## src/rtl/elastic_join_alu_fork.sv

```systemverilog
// elastic_join_alu_fork: joins two operand streams, applies an ALU op, eagerly forks the registered result.
module elastic_join_alu_fork #(
  parameter int DATA_WIDTH = 32,
  parameter int FORK_NUM   = 4
) (
  input  logic                  clk,
  input  logic                  reset_n,
  input  logic [3:0]            op,
  input  logic                  valid_input_a,
  output logic                  stop_input_a,
  input  logic [DATA_WIDTH-1:0] data_input_a,
  input  logic                  valid_input_b,
  output logic                  stop_input_b,
  input  logic [DATA_WIDTH-1:0] data_input_b,
  output logic [FORK_NUM-1:0]   valid_output,
  input  logic [FORK_NUM-1:0]   stop_output,
  output logic [DATA_WIDTH-1:0] data_output
);
  localparam int SW = DATA_WIDTH > 1 ? $clog2(DATA_WIDTH) : 1;
  logic [DATA_WIDTH-1:0] r_data;
  logic                  r_full;
  logic [FORK_NUM-1:0]   r_sent;
  logic [FORK_NUM-1:0]   w_done;
  logic                  w_all_done;
  logic                  w_fire;
  logic [DATA_WIDTH-1:0] w_alu;
  logic [SW-1:0]         w_sh;
  assign w_sh         = data_input_b[SW-1:0];
  assign w_done       = r_sent | ~stop_output;
  assign w_all_done   = r_full & (&w_done);
  // reset_n in the fire term keeps both operand stops asserted during reset
  assign w_fire       = reset_n & valid_input_a & valid_input_b & (~r_full | w_all_done);
  assign stop_input_a = ~w_fire;
  assign stop_input_b = ~w_fire;
  assign valid_output = {FORK_NUM{r_full}} & ~r_sent;
  assign data_output  = r_data;
  always_comb begin
    w_alu = '0;
    case (op)
      4'd0: w_alu = data_input_a + data_input_b;
      4'd1: w_alu = data_input_a - data_input_b;
      4'd2: w_alu = data_input_a * data_input_b;
      4'd3: w_alu = data_input_a & data_input_b;
      4'd4: w_alu = data_input_a | data_input_b;
      4'd5: w_alu = data_input_a ^ data_input_b;
      4'd6: w_alu = data_input_a << w_sh;
      4'd7: w_alu = data_input_a >> w_sh;
      4'd8: w_alu = data_input_a;
      4'd9: w_alu = {{(DATA_WIDTH-1){1'b0}}, data_input_a < data_input_b};
      default: w_alu = '0;
    endcase
  end
  always_ff @(posedge clk or negedge reset_n) begin
    if (!reset_n) begin
      r_data <= '0;
      r_full <= 1'b0;
      r_sent <= '0;
    end else begin
      if (w_fire) begin
        r_data <= w_alu;
        r_full <= 1'b1;
      end else if (w_all_done) begin
        r_full <= 1'b0;
      end
      r_sent <= w_all_done ? '0 : r_sent | (valid_output & ~stop_output);
    end
  end
endmodule

```

## config.mk

```make
export PLATFORM = sky130hd
export DESIGN_NAME = elastic_join_alu_fork
export DESIGN_NICKNAME = d
export VERILOG_FILES = /design/src/rtl/elastic_join_alu_fork.sv
export SDC_FILE = /design/constraint.sdc
export NUM_CORES = 2
export LEC_CHECK = 0
export CORE_MARGIN = 2
export CORE_UTILIZATION = 40
export CTS_BUF_LIST = sky130_fd_sc_hd__clkbuf_4 sky130_fd_sc_hd__clkbuf_8
export DETAILED_ROUTE_END_ITERATION = 16
export HOLD_SLACK_MARGIN = 0.15
export PLACE_DENSITY_LB_ADDON = 0.12
export SLEW_MARGIN = 0
export SYNTH_ARGS = -nofsm -noshare
export SYNTH_HDL_FRONTEND = slang
export SYNTH_SLANG_ARGS = --single-unit
```

## constraint.sdc

```tcl
create_clock -name clk -period 3.6 [get_ports clk]
set_clock_uncertainty 0.2 [all_clocks]
set_input_delay 0.72 -clock clk [delete_from_list [all_inputs] [get_ports clk]]
set_output_delay 0.72 -clock clk [all_outputs]
set_load 0.1 [all_outputs]
```

# ---- After elaboration in Yosys (flattened, before gate mapping)
# Index checks and enable logic that the tools add are counted.
dict set report totals {
  ramBits 0
  elab_cells 41
  ff_bits 37
  romBits 0
  mem_count 0
  latchBits 0
  output_inout_bits 38
}
dict set report op_classes {
  div_mod_pow 0
  mul 1
  add_sub_neg 2
  n_lt_le_gt_ge 1
  n_bitwise 16
  n_eq_ne 9
  shift 2
  mux 4
  n_reduce_logical 3
}
# operator n
set ops {}
lappend ops {{32-bit one-hot mux with 10 select lines} 1}
lappend ops {{32-bit adder} 1}
lappend ops {{32-bit bitwise AND} 1}
lappend ops {{32-bit less-than comparator} 1}
lappend ops {{32-bit by 32-bit multiplier with 32-bit output} 1}
lappend ops {{32-bit bitwise OR} 1}
lappend ops {{32-bit by 5-bit << shifter with 32-bit output} 1}
lappend ops {{32-bit by 5-bit right shift with 32-bit output} 1}
lappend ops {{32-bit subtractor} 1}
lappend ops {{32-bit bitwise XOR} 1}
lappend ops {{4-bit by 3-bit == test with 1-bit output, second input constant} 4}
lappend ops {{4-bit bitwise AND} 2}
lappend ops {{4-bit by 2-bit == test with 1-bit output, second input constant} 2}
lappend ops {{4-bit == test, second input constant} 2}
lappend ops {{4-bit NOT} 2}
lappend ops {{4-bit bitwise OR} 2}
lappend ops {{1-bit bitwise AND} 4}
lappend ops {{4-bit by 1-bit == test with 1-bit output, second input constant} 1}
lappend ops {{4-bit logical NOT} 1}
lappend ops {{4-bit two-way mux} 1}
lappend ops {{4-bit AND reduction} 1}
lappend ops {{1-bit two-way mux} 2}
lappend ops {{1-bit NOT} 2}
lappend ops {{2-bit nonzero test} 1}
lappend ops {{1-bit bitwise OR} 1}

# ---- Depth between registers and ports, before layout
dict set report logic_depth {
  word_depth 7
  depth_mapped 30
  ltp_nobuf 26
}

# ---- Least setup slack after synthesis
# Ideal clock, no wire load.
dict set report synth_path {
  path_type {in2reg}
  from {in data_input_b[2]}
  to {reg r_data[24], in the netlist data_output[24]}
  t_arrival_ns 8.257
  path_buffers 4
  path_slack_ns -4.939
  t_required_ns 3.318
  path_stages 28
  path_cell_list {clkbuf_1 clkinv_1 buf_1 buf_1 clkbuf_1 nor2_1 fa_1 inv_1 fa_1 fa_1 fa_1 inv_1 fa_1 inv_1 fa_1 inv_1 fa_1 fa_1 ha_1 a21o_1 a31oi_1 o211ai_1 o311ai_0 a21boi_0 o21ai_0 mux2i_1 nand2_1 a31oi_1}
}
dict set report synth_between {
  elab_chain_cells 2
}
# element line_no
set synth_lines {}
lappend synth_lines {{start, declared} 14} ;# input logic [DATA_WIDTH-1:0] data_input_b,
lappend synth_lines {{32-bit by 32-bit multiplier with 32-bit output (tied with other cells)} 42} ;# 4'd2: w_alu = data_input_a * data_input_b;
lappend synth_lines {{32-bit one-hot mux with 10 select lines (*)} 39} ;# case (op)
lappend synth_lines {{end signal, assigned} 60} ;# r_data <= w_alu;
lappend synth_lines {{end, declared} 20} ;# logic [DATA_WIDTH-1:0] r_data;
# Every way passes the cells marked *; elsewhere a longest branch is shown, timed or not.
# A chain may end at the register's enable or synchronous reset.

# ---- Worst setup path in the final report
dict set report layout_path {
  from {in data_input_b[3]}
  to {reg r_data[23], in the netlist data_output[23]}
}
# Same word-level chain as after synthesis.

==> out/metrics.yaml <==
wl_per_cell_um: 30.2
final_max_slew_viol_count: 0
met2_length_mm: 60.5
synth_nets: 3756
io_pins: 114
insertion_delay_ns: 0.33
maxUsedRoutingLayer: "met5"
routabilityCongestion: 1.06
ctsLongestPathBuffers: 2
status: "finished with violations"
hp-class: "reg -> reg"
r2r-end: "data_output[26]$_DFFE_PN0P_"
ys_ff_latch: 37
area.growth.synth_to_final_pct: 48.6
netlist.area_leader.share_pct: 33.3
period_share_pct: 203
coreArea_um2: 61400
grt_overflow: 0
h-tree-depth: 2
clkSinkCount: 37
async_flop_share_pct: 100
diodes: 0
firstDrtPassIters: 6
layout_min_cycle_time_ns: 7.31
hold_depth: 1
cp.arrival_ns: 7.34
holdCritStartpoint: "data_output[4]$_DFFE_PN0P_"
cp_max_fo: 5
critical_path.endpoint_type: "flop"
root_buffer: "clkbuf_8"
max_freq_mhz: 137
synth_area_um2: 24700
routed_wirelength_mm: 140
worstSetupPathType: "in -> reg"
ys.flop_type: "dfrtp_1"
grt_usage_pct: 44.0
numPortBuffers: 113
synth_area_leaders: "fa_1 33%, ha_1 11%, nor2_1 7.5%"
yosysTopAreaCell: "fa_1"
drc: 0
setup.worst_path.start_class: "primary input"
slew_headroom_pct: 34.0
antenna_found_initial: 4
reg2reg_from: "r_sent[0]$_DFF_PN0_"
synth.most_common_cell: "nor2_1"
failed_checks: "setup timing"
drtIter0Drc: 3204
fp.dieArea_um2: 63700
viasPerCell: 6.00
worst_pin_slew_ns: 0.987
reg2regPathDepth: 9
drv_cap: 0
cts.clk_slew.worst_paths_ns: 0.10
die_h_um: 252
drt-met1-wl_mm: 53.2
grt_pass1_wl_mm: 200
slowest_stage: "fa_1"
dieWidth_um: 252
num_vias: 27900
final_layout_size_suffix_gt1_share_pct: 38.8
path_common_cell: "fa_1"
setup_viol: 30
fin_util_pct: 59.7
rows: 91
yosysWarningCount: 0
numCtsBuffers: 5
nets: 4561
max_stage_delay_ns: 0.56
dp.final_hpwl_mm: 114
cts_tree: "built"
netlist_instances: 3050
crit_buf_inv: 8
required_ns: 3.62
start_util_pct: 40.2
crit_family: "adder cells"
wl_met3_mm: 15.3
grt_setup_unrepaired: "yes"
worst_slack_ns: -3.71
seq_area_frac_synth_pct: 3.75
avgSynthCellArea_um2: 8.09
synth_edf_count: 0
grt_pass1_vias: 29100
hold_end: "data_output[4]$_DFFE_PN0P_"
hold_violations: 0
r2r_slack_ns: 0.80
grt_start_max_net_pins: 58
ys_types: 83
antenna_left: 0
yosys-top-cells-count: "495 x nor2_1, 460 x inv_1, 410 x fa_1"
[layout make-up]
| class | count | area [um^2] |
|---|---|---|
| timing repair buffer | 993 | 9180 |
| tap | 790 | 988 |
| clock buffer | 5 | 68.8 |
| inverter | 478 | 1960 |
| clock inverter | 3 | 46.3 |
| multi-input combinational | 2340 | 23500 |
| sequential | 37 | 926 |
| fill | 5449 | 24700 |
[kinds of logic (layout without fill, tap and decap cells)]
group | count (synthesis) | after routing | synth area share (%)
AO/OA/AOI/OAI | 535 | 535 | 14.8
XOR/XNOR | 96 | 96 | 3.41
adder cells (fa/ha/maj) | 630 | 630 | 44.4
buffers and inverters | 673 | 1479 | 10.4
flip-flops | 37 | 37 | 3.75
multiplexers | 102 | 102 | 6.75
AND/OR/NAND/NOR | 977 | 977 | 16.5
[timing repair]
action | in CTS | in global routing
gates resized for setup | 829 | 110
hold buffers | 0 | 0
endpoints found under the setup margin | 32 | 34
cloned | 10 | 0
endpoints found under the hold margin | 0 | 0
setup buffers | 113 | 18
pin swaps | 291 | 121
[worst max-delay path by stage]
stage | cells after the start | endpoint | slack, ns | start
global placement | 20 | data_output[24]$_DFFE_PN0P_ | -4.75 | data_input_a[12]
finish | 27 | data_output[23]$_DFFE_PN0P_ | -3.71 | data_input_b[3]
CTS | 26 | data_output[20]$_DFFE_PN0P_ | -3.70 | data_input_b[3]
detailed placement | 20 | data_output[24]$_DFFE_PN0P_ | -4.82 | data_input_a[12]
global route | 28 | data_output[24]$_DFFE_PN0P_ | -3.87 | data_input_b[3]
floorplan | 26 | data_output[23]$_DFFE_PN0P_ | -3.85 | data_input_a[13]
[state kept, by name, indices dropped and copies added, names as in the netlist]
| register | flops |
|---|---|
| data_output | 32 |
| r_full | 1 |
| r_sent | 4 |
[per-layer routing]
metal / global-route usage (%) / vias to the layer above
met5: 0 / -
met4: 28.1 / 2
met3: 11.4 / 484
met2: 66.8 / 1757
met1: 55.6 / 14000
li1: - / 11600
[metrics by stage]
step	setup WS, ns	instances	hold slack [ns]	setup TNS, ns	area, um^2
floorplan	-3.85	3050	0.224	-86.26	25300
global placement	-4.75	4512	0.264	-119.21	32500
detailed placement	-4.82	4512	0.273	-119.82	32500
CTS	-3.70	4635	0.299	-85.93	36100
global route	-3.87	4646	0.322	-92.35	36700
finish	-3.71	4646	0.299	-88.77	36700
[layout by cell type (no fill, tap or decap), types with 16 or more instances in the layout]
| master | instances |
|---|---|
| buf_4 | 745 |
| nor2_1 | 408 |
| inv_1 | 370 |
| fa_1 | 340 |
| nand2_1 | 289 |
| ha_1 | 156 |
| a21oi_1 | 99 |
| buf_6 | 79 |
| inv_2 | 74 |
| o21ai_0 | 74 |
| buf_12 | 74 |
| fa_2 | 70 |
| xnor2_1 | 66 |
| ha_4 | 59 |
| mux4_2 | 50 |
| nor2_2 | 45 |
| nor3_1 | 45 |
| nor2_4 | 42 |
| mux2i_1 | 38 |
| dfrtp_1 | 37 |
| o211ai_1 | 34 |
| nand3_1 | 33 |
| buf_8 | 25 |
| a21o_1 | 23 |
| a211oi_1 | 21 |
| xor2_1 | 19 |
| buf_2 | 19 |
| a22oi_1 | 18 |
| o21a_1 | 17 |
| o21ai_1 | 17 |
| a31oi_1 | 16 |
| clkdlybuf4s50_1 | 16 |
Power is left out: the tool's default activity adds up to more than one toggle a clock period on the data nets, which glitch-free logic cannot reach.
